==> src/rtl/deserializer_pkg.sv <==
// Shared constants and types for the serial-to-parallel deserializer.
// Holds the default frame length, the FSM state encoding and the counter-width helper.
package deserializer_pkg;

    localparam int unsigned LENGTH_DEF = 24;

    // Width needed to hold a bit count of 0..len inclusive.
    function automatic int unsigned cnt_width(input int unsigned len);
        return $clog2(len + 1);
    endfunction

    localparam int unsigned CNT_W_DEF = cnt_width(LENGTH_DEF);

    typedef enum logic [0:0] {
        ST_IDLE  = 1'b0,
        ST_SHIFT = 1'b1
    } state_t;

endpackage

==> src/rtl/deserializer_if.sv <==
// Serial input, parallel output and status signals of the deserializer.
// The master side feeds bits and consumes words; the slave side is the deserializer.
interface deserializer_if
    import deserializer_pkg::*;
#(
    parameter int unsigned LENGTH = LENGTH_DEF
);
    logic              i_en;
    logic              i_din_valid;
    logic              i_din;
    logic              i_sof;
    logic              i_dout_ready;
    logic [LENGTH-1:0] ov_dout;
    logic              o_dout_valid;
    logic              o_busy;
    logic              o_sync_err;
    logic              o_overrun;

    modport master (
        output i_en, i_din_valid, i_din, i_sof, i_dout_ready,
        input  ov_dout, o_dout_valid, o_busy, o_sync_err, o_overrun
    );

    modport slave (
        input  i_en, i_din_valid, i_din, i_sof, i_dout_ready,
        output ov_dout, o_dout_valid, o_busy, o_sync_err, o_overrun
    );
endinterface

==> src/rtl/deserializer.sv <==
// LSB-first serial-to-parallel converter with frame sync on i_sof,
// a valid/ready output register, a sync-error pulse and a sticky overrun flag.
module deserializer
    import deserializer_pkg::*;
#(
    parameter int unsigned LENGTH = LENGTH_DEF
) (
    input  logic          i_clk,
    input  logic          i_rst_n,
    deserializer_if.slave bus
);

    localparam int unsigned CNT_W = cnt_width(LENGTH);

    state_t            r_state;
    logic [CNT_W-1:0]  r_count;
    logic [LENGTH-1:0] r_shift;
    logic [LENGTH-1:0] r_dout;
    logic              r_dout_valid;
    logic              r_busy;
    logic              r_sync_err;
    logic              r_overrun;

    logic              w_accept;
    logic              w_complete;
    logic              w_load_ok;
    logic [LENGTH-1:0] w_word;

    // Current bit merged into the partial frame; r_shift is zero in IDLE so this
    // also forms the single-bit word when LENGTH is 1.
    always_comb begin
        w_accept          = bus.i_en & bus.i_din_valid;
        w_word            = r_shift;
        w_word[r_count]   = bus.i_din;
        w_load_ok         = ~r_dout_valid | bus.i_dout_ready;
        w_complete        = 1'b0;
        if (w_accept) begin
            if (r_state == ST_IDLE)
                w_complete = bus.i_sof & (LENGTH == 1);
            else
                w_complete = ~bus.i_sof & (r_count == CNT_W'(LENGTH - 1));
        end
    end

    always_ff @(posedge i_clk or negedge i_rst_n) begin
        if (!i_rst_n) begin
            r_state      <= ST_IDLE;
            r_count      <= '0;
            r_shift      <= '0;
            r_dout       <= '0;
            r_dout_valid <= 1'b0;
            r_busy       <= 1'b0;
            r_sync_err   <= 1'b0;
            r_overrun    <= 1'b0;
        end else begin
            r_sync_err <= 1'b0;

            // Capture FSM: only accepted bits move the shift register and counter
            if (w_accept) begin
                case (r_state)
                    ST_IDLE: begin
                        if (bus.i_sof) begin
                            if (w_complete) begin
                                r_shift <= '0;
                                r_count <= '0;
                            end else begin
                                r_shift <= LENGTH'(bus.i_din);
                                r_count <= CNT_W'(1);
                                r_state <= ST_SHIFT;
                                r_busy  <= 1'b1;
                            end
                        end
                    end
                    ST_SHIFT: begin
                        if (bus.i_sof) begin
                            r_sync_err <= 1'b1;
                            r_shift    <= LENGTH'(bus.i_din);
                            r_count    <= CNT_W'(1);
                        end else if (w_complete) begin
                            r_shift <= '0;
                            r_count <= '0;
                            r_state <= ST_IDLE;
                            r_busy  <= 1'b0;
                        end else begin
                            r_shift <= w_word;
                            r_count <= r_count + CNT_W'(1);
                        end
                    end
                    default: begin
                        r_state <= ST_IDLE;
                        r_busy  <= 1'b0;
                    end
                endcase
            end

            // Output register: a word completing against a stalled consumer is dropped
            if (w_complete) begin
                if (w_load_ok) begin
                    r_dout       <= w_word;
                    r_dout_valid <= 1'b1;
                end else begin
                    r_overrun <= 1'b1;
                end
            end else if (r_dout_valid && bus.i_dout_ready) begin
                r_dout_valid <= 1'b0;
            end
        end
    end

    assign bus.ov_dout      = r_dout;
    assign bus.o_dout_valid = r_dout_valid;
    assign bus.o_busy       = r_busy;
    assign bus.o_sync_err   = r_sync_err;
    assign bus.o_overrun    = r_overrun;

endmodule

==> src/flat_wrapper.sv <==
// flat-port wrapper written by rule: the top's interface ports become plain ports
module deserializer_flat import deserializer_pkg::*;
#(
    parameter int unsigned LENGTH = LENGTH_DEF
)
  (i_clk, i_rst_n, bus_i_en, bus_i_din_valid, bus_i_din, bus_i_sof, bus_i_dout_ready, bus_ov_dout, bus_o_dout_valid, bus_o_busy, bus_o_sync_err, bus_o_overrun);
  deserializer_if #(.LENGTH(LENGTH)) bus_i ();
  input  logic i_clk;
  input  logic i_rst_n;
  input wire logic [$bits(bus_i.i_en)-1:0] bus_i_en;
  input wire logic [$bits(bus_i.i_din_valid)-1:0] bus_i_din_valid;
  input wire logic [$bits(bus_i.i_din)-1:0] bus_i_din;
  input wire logic [$bits(bus_i.i_sof)-1:0] bus_i_sof;
  input wire logic [$bits(bus_i.i_dout_ready)-1:0] bus_i_dout_ready;
  output wire logic [$bits(bus_i.ov_dout)-1:0] bus_ov_dout;
  output wire logic [$bits(bus_i.o_dout_valid)-1:0] bus_o_dout_valid;
  output wire logic [$bits(bus_i.o_busy)-1:0] bus_o_busy;
  output wire logic [$bits(bus_i.o_sync_err)-1:0] bus_o_sync_err;
  output wire logic [$bits(bus_i.o_overrun)-1:0] bus_o_overrun;
  assign bus_i.i_en = bus_i_en;
  assign bus_i.i_din_valid = bus_i_din_valid;
  assign bus_i.i_din = bus_i_din;
  assign bus_i.i_sof = bus_i_sof;
  assign bus_i.i_dout_ready = bus_i_dout_ready;
  assign bus_ov_dout = bus_i.ov_dout;
  assign bus_o_dout_valid = bus_i.o_dout_valid;
  assign bus_o_busy = bus_i.o_busy;
  assign bus_o_sync_err = bus_i.o_sync_err;
  assign bus_o_overrun = bus_i.o_overrun;
  deserializer #(.LENGTH(LENGTH)) u_core (.i_clk(i_clk), .i_rst_n(i_rst_n), .bus(bus_i));
endmodule
==> config.mk <==
export PLATFORM = sky130hd
export DESIGN_NAME = deserializer_flat
export DESIGN_NICKNAME = d
export VERILOG_FILES = /design/src/rtl/deserializer_pkg.sv /design/src/rtl/deserializer_if.sv /design/src/rtl/deserializer.sv /design/src/flat_wrapper.sv
export SDC_FILE = /design/constraint.sdc
export NUM_CORES = 1
export LEC_CHECK = 0
export CAP_MARGIN = 0
export CORE_MARGIN = 2
export CORE_UTILIZATION = 56
export DETAILED_ROUTE_END_ITERATION = 7
export PLACE_DENSITY_LB_ADDON = 0.08
export RECOVER_POWER = 25
export SETUP_SLACK_MARGIN = 0.05
export SLEW_MARGIN = 25
export SYNTH_ARGS = -nofsm -noshare
export SYNTH_HDL_FRONTEND = slang
export SYNTH_SLANG_ARGS = --single-unit
==> constraint.sdc <==
create_clock -name i_clk -period 2 [get_ports i_clk]
set_input_delay 0.3 -clock i_clk [delete_from_list [all_inputs] [get_ports i_clk]]
set_output_delay 0.3 -clock i_clk [all_outputs]
set_load 0.05 [all_outputs]
# [Yosys cells after proc, flatten, opt, wreduce, memory -nomap -nowiden]
# Cells that the tools add are included.
[word_totals] regBits=58 in_bits=7 output_inout_bits=28
[classes] addsub=1 order_cmp=2 eq_ne=6 muxes=30 bitwise=7 n_reduce_logical=8
[op_table] op="$mux 24" n=3
[op_table] op="$pmux 24 s2" n=1
[op_table] op="$bwmux 24" n=1
[op_table] op="$mux 1" n=18
[op_table] op="$mux 5" n=3
[op_table] op="$ne 2x2->1 const B" n=5
[op_table] op="$pmux 5 s2" n=1
[op_table] op="$reduce_and 2->1" n=4
[op_table] op="$lt 5x6->1 const B" n=1
[op_table] op="$add 5x1->5 const B" n=1
[op_table] op="$demux 1 s5" n=1
[op_table] op="$eq 5x5->1 const B" n=1
[op_table] op="$ge 5x1->1 const B" n=1
[op_table] op="$reduce_and 5->1" n=1
[op_table] op="$not 1->1" n=4
[op_table] op="$pmux 1 s2" n=2
[op_table] op="$and 1x1->1" n=2
[op_table] op="$logic_and 1x1->1" n=2
[op_table] op="$reduce_bool 2->1" n=1
[op_table] op="$or 1x1->1" n=1

# [Longest topological paths before layout]
# Gate-level depths: netlist of the first run.
[depth] depth_word=8 mapped_depth=7

# [Worst setup path before layout of the first run]
# No wires, ideal clock.
[synth_timing] path_kind="flip-flop to flip-flop" startpoint="register u_core.r_dout_valid (netlist: u_core.bus.o_dout_valid)" endpoint="register u_core.r_dout[1] (netlist: u_core.bus.ov_dout[1])" setup_time_ns=0.125 t_arrival_ns=1.729 required_time_ns=1.875 path_slack_ns=0.145 path_stages_with_launch=5 path_buffers=1 cell_sequence="dfrtp_1 > nor2b_1 > nor4_4 > buf_6 > mux2_4"
[synth_via] elab_chain_len=3
[synth_rtl] item="start: declaration" line_no="deserializer.sv:19" rtl="logic r_dout_valid;"
[synth_rtl] item="start signal: assignment" line_no="deserializer.sv:51" rtl="r_dout_valid <= 1'b0;"
[synth_rtl] item="start signal: assignment" line_no="deserializer.sv:100" rtl="r_dout_valid <= 1'b1;"
[synth_rtl] item="start signal: assignment" line_no="deserializer.sv:105" rtl="r_dout_valid <= 1'b0;"
[synth_rtl] item="$not 1->1" line_no="deserializer.sv:35" rtl="w_load_ok = ~r_dout_valid | bus.i_dout_ready;"
[synth_rtl] item="$or 1x1->1" line_no="deserializer.sv:35"
[synth_rtl] item="$reduce_and 2->1 (no source line)"
[synth_rtl] item="end signal: assignment" line_no="deserializer.sv:99" rtl="r_dout <= w_word;"
[synth_rtl] item="end: declaration" line_no="deserializer.sv:18" rtl="logic [LENGTH-1:0] r_dout;"
# Every way passes these cells.
# A chain may end at the register's enable or synchronous reset.

# [Worst setup path after layout of the first run]
[layout_timing] startpoint="register u_core.r_count[1]" endpoint="register u_core.r_dout[17] (netlist: u_core.bus.ov_dout[17])"
[layout_via] elab_chain_len=5 elab_cells_between_ends=11
[layout_rtl] item="start: declaration" line_no="deserializer.sv:16" rtl="logic [CNT_W-1:0] r_count;"
[layout_rtl] item="start signal: assignment" line_no="deserializer.sv:86" rtl="r_count <= r_count + CNT_W'(1);"
[layout_rtl] item="$lt 5x6->1 (not written as such) (tied with other cells)" line_no="deserializer.sv:34" rtl="w_word[r_count] = bus.i_din;"
[layout_rtl] item="$logic_and 1x1->1 (not written as such) or $and 1x1->1 (tied branches)" line_no="deserializer.sv:34, deserializer.sv:41"
[layout_rtl] item="$mux 1, on equally long branches" line_no="deserializer.sv:34, deserializer.sv:38"
[layout_rtl] item="$demux 1 s5 or $mux 1 (tied branches)"
[layout_rtl] item="$bwmux 24 or $reduce_and 2->1 (tied branches)"
# Parallel ways exist; a longest one is shown, timed or not.

==> results.toml, run 1 <==
[power]
p_per_area_nw_per_um2 = 747.1
cell_internal_pwr_mw = 1.981
p_sw_share_pct = 28.28
leakagePower_nw = 1.666
p_sw_uw = 781.1
sequentialPowerShare_pct = 46.9
clkPwrFrac_pct = 34.2
ir_drop_mv = 0.5508
pwr-share-comb_pct = 18.9

[synthesis]
yosys-top-cells-count = "dfrtp_1, mux2_2, a32o_1"
synthSimpleGateAreaFrac_pct = 13.69
ys_seq_elements = 58
syn_area_um2 = 2943
yosys_warnings = 0
syn_nets = 237
yosysMostFrequentCell = "dfrtp_1"
synth_compound_area_share_pct = 10.88
synth_top_family_by_area = "multiplexers"
avgSynthCellArea_um2 = 13.14
yosys-top-cells-area = "dfrtp_1, mux2_2, a32o_1, mux2_4, and4bb_2"
synth-xor-area-share_pct = 0
synth_top_area_share_pct = 49.32
synth_adder_area_share_pct = 2.551
ys_types = 43
synth_edf_count = 0
synth_area_leader_cell = "dfrtp_1"
async_reset_ff_share_pct = 100.0
syn_inst = 224
muxShareOfSynthArea_pct = 19.01
ys.flop_type = "dfrtp_1"
ys_seq_area_share_pct = 49.32

[cts]
worstSkewPairLatency_ns = 0.33
htreeDepth = 3
ctsLongestPathBuffers = 2
cts.sinks = 58
cts_root_buf = "clkbuf_8"
cts_buffers = 9
post_cts_buffers = 0
clkTransAtPathRegs_ns = 0.06
cts_tree = "done"

[worst_setup_path]
path_buf_inv = 1
crit_path_end_kind = "flop"
critPathRequiredTime_ns = 2.22
criticalPathCategory = "reg -> reg"
cp_top_family = "multiplexers"
startpoint_type = "flop"
cp_common_cell = "mux2_2"
crit_slowest_cell = "dfrtp_1"
cp.arrival_ns = 2.13
critPathMaxStageDelay_ns = 0.44
path_cells = "inv_1 -> ha_2 -> nor4bb_4 -> mux2_2 -> mux2_2"
cp_max_fo = 5

[place]
dp_slack_ns = -0.05402
hpwl_um = 3830
portBuffers = 34
place_area_um2 = 3460
gp_congestion = 0.7855

[layout]
syn_to_final_growth_pct = 25.64
nNetsFinal = 287
drive_gt1_share_pct = 36.69
final_util_pct = 72.86
n_antenna_cell = 0
fin_area_um2 = 3697

[die]
initial_core_util_pct = 57.99
placementRows = 26
num_io_pins = 35
die_y_um = 76.49
core_um2 = 5075
die_w_um = 76.49
dieArea_um2 = 5851

[sta]
max_slew_margin_pct = 47.16
rsz0062_at_grt = "true"
min_period_over_period_pct = 95.46
max_freq_mhz = 523.8
fin_crit_ns = 1.909
final-hold-violation-count = 0
finClkSkew_ns = 0.006578
tightest_slew_ns = 0.7926
whs_ns = 0.4611
timing.final.ws_setup_ns = 0.09085
finalSetupViolCount = 0
slew_viol_final = 0

[detailed_routing]
routed_wirelength_um = 6026
drc = 0
avgViaCountPerCell = 5.851
drtPass1Iterations = 6
drtAntennaViolNets = 0
vias = 2036
wl_per_cell_um = 17.32
drtIter0Drc = 159

[global_routing]
grt_overflow = 0
grt_pass1_wl_um = 10360
grt.total_usage_pct = 22.18
antenna_found_initial = 0
grt_max_degree = 59
grt_pass1_vias = 2098

[job]
max_cap_viol_count = 0

[min_path]
hold_class = "reg -> reg"

[status]
status = "completed"
==> power by group through the flow <==
stage,sequential (mW),combinational [mW],clock (mW)
floorplan,1.31,0.306,0
global placement,1.30,0.475,0
detailed placement,1.30,0.486,0
CTS,1.29,0.500,0.964
global route,1.31,0.569,1.01
finish,1.29,0.522,0.945
==> layout by cell type (no fill, tap or decap), types with 6 or more instances in the layout <==
| master | instances |
|---|---|
| a32o_1 | 20 |
| and4bb_2 | 6 |
| buf_4 | 20 |
| clkbuf_8 | 11 |
| clkdlybuf4s50_1 | 33 |
| dfrtp_1 | 56 |
| inv_1 | 7 |
| mux2_2 | 34 |
| mux2_4 | 7 |
| mux2i_1 | 6 |
| nand4b_1 | 7 |
| o21ai_0 | 7 |
==> per-stage QoR <==
stage	std cells	TNS (ns)	total power, mW
6_report	348	0	2.762
2_1_floorplan	224	0	1.611
5_1_grt	348	0	2.884
4_1_cts	348	0	2.749
3_5_place_dp	332	-0.8787	1.791
3_3_place_gp	332	0	1.775
==> sequential cells by signal, summed over array words and instances, names as in the netlist <==
| register | flops |
|---|---|
| u_core.bus.o_busy | 1 |
| u_core.r_count | 5 |
| u_core.bus.o_overrun | 1 |
| u_core.bus.o_dout_valid | 1 |
| u_core.bus.o_sync_err | 1 |
| u_core.bus.ov_dout | 24 |
| u_core.r_state | 1 |
| u_core.r_shift | 24 |
==> routing by layer <==
metal	GRT usage [%]	share of wire, %	routed length, um	up-vias
met4	9.455	1.5	93	0
li1	-	-	-	962
met3	4.147	3.7	224	8
met1	31.18	48	2867	1021
met2	33.89	47	2840	45
met5	0	0	0	-
==> worst reg2reg max path, stage by stage, from the launching register on <==
cell and delay, ns:
dfrtp_1 0.44, inv_1 0.14, ha_2 0.26, nor4bb_4 0.32, mux2_2 0.37, mux2_2 0.27
==> area by class of cell <==
class / count / area, um^2
clock buffer: 12 / 155.1
clock inverter: 3 / 15.01
fill: 375 / 1378
inverter: 8 / 30.03
multi-input combinational: 139 / 1421
sequential: 58 / 1454
tap: 70 / 87.58
timing repair buffer: 58 / 534.3
==> worst paths after layout <==
kind | startpoint | endpoint | slack, ns | depth (start not counted)
setup / recovery | u_core.r_count[1]$_DFFE_PN0P_ | u_core.bus.ov_dout[17]$_DFFE_PN0P_ | 0.09 | 5
hold / removal | u_core.bus.o_overrun$_DFFE_PN0P_ | u_core.bus.o_overrun$_DFFE_PN0P_ | 0.46 | 1
setup reg to reg | u_core.r_count[1]$_DFFE_PN0P_ | u_core.bus.ov_dout[17]$_DFFE_PN0P_ | 0.09 | 5
hold reg to reg | u_core.bus.o_overrun$_DFFE_PN0P_ | u_core.bus.o_overrun$_DFFE_PN0P_ | 0.46 | 1
max in group asynchronous | i_rst_n | u_core.r_count[0]$_DFFE_PN0P_ | 0.75 | 3
min in group asynchronous | i_rst_n | u_core.bus.ov_dout[9]$_DFFE_PN0P_ | 0.70 | 3
==> logic make-up after synthesis <==
| logic type | Yosys count |
|---|---|
| AOI/OAI and AO/OA | 38 |
| and+or+nand+nor | 47 |
| adders and majority gates | 6 |
| buffers and inverters | 27 |
| DFF | 58 |
| muxes | 48 |
==> what timing repair did <==
item,CTS,global route
hold buffers,1,0
resized for setup,4,11
setup endpoints to repair,24,44
gates cloned,0,0
hold endpoints to repair,58,0
Note: power is estimated with default switching activity, not from simulation.
==> inputs of run 2 (changes only) <==
--- a/config.mk
+++ b/config.mk
@@ -9,9 +9,8 @@
 export CORE_MARGIN = 2
 export CORE_UTILIZATION = 56
 export DETAILED_ROUTE_END_ITERATION = 7
-export PLACE_DENSITY_LB_ADDON = 0.08
+export PLACE_DENSITY = 0.82
 export RECOVER_POWER = 25
-export SETUP_SLACK_MARGIN = 0.05
 export SLEW_MARGIN = 25
 export SYNTH_ARGS = -nofsm -noshare
 export SYNTH_HDL_FRONTEND = slang
==> run 2 against run 1 <==
Clock-buffer cell count is the same. Worst setup slack lost 0.034 ns. Sequential power is essentially flat. Maximum frequency shrank 1.8%. Flip-flop and latch count is the same. Sequential share of layout area grew 0.25 points. Hold slack gained 0.0028 ns. Cell count shrank 0.57%. Die area is the same. Critical endpoint is now u_core.bus.ov_dout[1]$_DFFE_PN0P_.
==> results.toml, run 2 (synthesis results as in run 1) <==
[status]
status = "completed"

[die]
core_um2 = 5075
placementRows = 26
initial_core_util_pct = 57.99
die_y_um = 76.49
die_w_um = 76.49
num_io_pins = 35
dieArea_um2 = 5851

[sta]
max_slew_margin_pct = 55.36
slew_viol_final = 0
tightest_slew_ns = 0.6696
fin_crit_ns = 1.943
finClkSkew_ns = 0.005407
final-hold-violation-count = 0
max_freq_mhz = 514.5
timing.final.ws_setup_ns = 0.05655
rsz0062_at_grt = "false"
finalSetupViolCount = 0
min_period_over_period_pct = 97.17

[power]
p_sw_uw = 747.4
power_mw = 2.712
sequentialPowerShare_pct = 46.6
p_sw_share_pct = 27.56
clkPwrFrac_pct = 34.2
ir_drop_mv = 0.4932
cell_internal_pwr_mw = 1.964
pwr-share-comb_pct = 19.2
leakagePower_nw = 1.663
p_per_area_nw_per_um2 = 739.4

[layout]
syn_to_final_growth_pct = 24.62
final-instance-count-excl-fill = 346
fin_area_um2 = 3667
layout_commonest_cell = "dfrtp_1"
drive_gt1_share_pct = 33.70
n_antenna_cell = 0
nNetsFinal = 285
layout_common_cells = "dfrtp_1, mux2_2, clkdlybuf4s50_1"

[cts]
cts_root_buf = "clkbuf_8"
cts_tree = "done"
cts_buffers = 9
worstSkewPairLatency_ns = 0.33
htreeDepth = 3
ctsLongestPathBuffers = 2
clkTransAtPathRegs_ns = 0.06
cts.sinks = 58

[detailed_routing]
avgViaCountPerCell = 5.948
drc = 0
drtIter0Drc = 139
drtAntennaViolNets = 0
routed_wirelength_um = 5961
drtPass1Iterations = 5
wl_per_cell_um = 17.23
vias = 2058

[place]
portBuffers = 34
gp_congestion = 0.8693
dp_slack_ns = -0.01606
dp.cells = 330
hpwl_um = 3910
place_area_um2 = 3470

[worst_setup_path]
criticalPathCategory = "reg -> reg"
crit_path_end_kind = "flop"
cp_top_family = "multiplexers"
startpoint_type = "flop"
path_cells = "inv_1 -> ha_1 -> nor4b_1 -> mux2_2 -> mux2_4"
critPathMaxStageDelay_ns = 0.42
r2r_cells = 5
cp_max_fo = 5
cp.depth = 5
path_buf_inv = 1
cp.arrival_ns = 2.16
critPathRequiredTime_ns = 2.21
crit_slowest_cell = "dfrtp_1"

[global_routing]
antenna_found_initial = 0
grt_max_degree = 29
grt.total_usage_pct = 22.18
grt_pass1_wl_um = 10060
grt_pass1_vias = 2033
grt_overflow = 0

[min_path]
hold_class = "reg -> reg"
hold_depth = 1

[job]
max_cap_viol_count = 0
[run 2: cell types whose count changed in the layout (fill, tap and decap cells not counted), moves of 2 or more]
| cell | change |
|---|---|
| dfrtp_1 | +2 |
| clkbuf_2 | +2 |
| buf_12 | +2 |
| buf_4 | -3 |
| nor4bb_1 | +3 |
| dfrtp_2 | -2 |
| nor4bb_2 | -3 |
[run 2: worst reg2reg max path: cells and delay by family, from the launching register on]
kind          cells  cell delay (ns)
flops             1             0.42
mux               2             0.66
simple gates      1             0.37
fa+ha+maj         1             0.27
buf+inv           1             0.11
[run 2: repair_timing]
action                                  4_1_cts  5_1_grt
endpoints found under the setup margin        0       11
hold buffers                                  1        0
resized for setup                             0        6
setup buffers                                 0        0
endpoints found under the hold margin         5        0
[run 2: final cells by class]
class | instances | area [um^2]
tap | 70 | 87.58
fill | 357 | 1408
clock buffer | 12 | 155.1
sequential | 58 | 1451
timing repair buffer | 56 | 538.0
inverter | 8 | 30.03
clock inverter | 3 | 15.01
multi-input combinational | 139 | 1390
[run 2: metrics by stage]
step	hold WS (ns)	TNS, ns	utilization [%]
2_1_floorplan	0.004409	0	-
3_3_place_gp	0.3623	0	68.37
3_5_place_dp	0.3566	-0.09174	68.37
4_1_cts	0.4719	0	71.92
5_1_grt	0.5081	0	72.26
6_report	0.4639	0	72.26
[run 2: path summary, 6_finish.rpt]
kind | from | endpoint | slack, ns
worst max-delay path | u_core.r_count[1]$_DFFE_PN0P_ | u_core.bus.ov_dout[1]$_DFFE_PN0P_ | 0.06
worst min-delay path | u_core.bus.o_overrun$_DFFE_PN0P_ | u_core.bus.o_overrun$_DFFE_PN0P_ | 0.46
worst max register to register | u_core.r_count[1]$_DFFE_PN0P_ | u_core.bus.ov_dout[1]$_DFFE_PN0P_ | 0.06
worst min register to register | u_core.bus.o_overrun$_DFFE_PN0P_ | u_core.bus.o_overrun$_DFFE_PN0P_ | 0.46
max in group asynchronous | i_rst_n | u_core.bus.ov_dout[17]$_DFFE_PN0P_ | 0.42
min in group asynchronous | i_rst_n | u_core.bus.ov_dout[8]$_DFFE_PN0P_ | 0.54
[run 2: layer usage]
layer  GRT usage, %  vias to the layer above  routed length, um
met5              0                        -                  0
met2          35.40                       42               2967
met1          28.64                     1047               2708
met4          10.91                        0                108
li1               -                      960                  -
met3          4.976                        9                176
[run 2: power groups by stage]
| stage | combinational, mW | sequential [mW] | clock [mW] |
|---|---|---|---|
| finish | 0.522 | 1.26 | 0.927 |
| global route | 0.561 | 1.27 | 1.01 |
| CTS | 0.504 | 1.26 | 0.951 |
| detailed placement | 0.498 | 1.28 | 0 |
| global placement | 0.487 | 1.28 | 0 |
| floorplan | 0.306 | 1.31 | 0 |
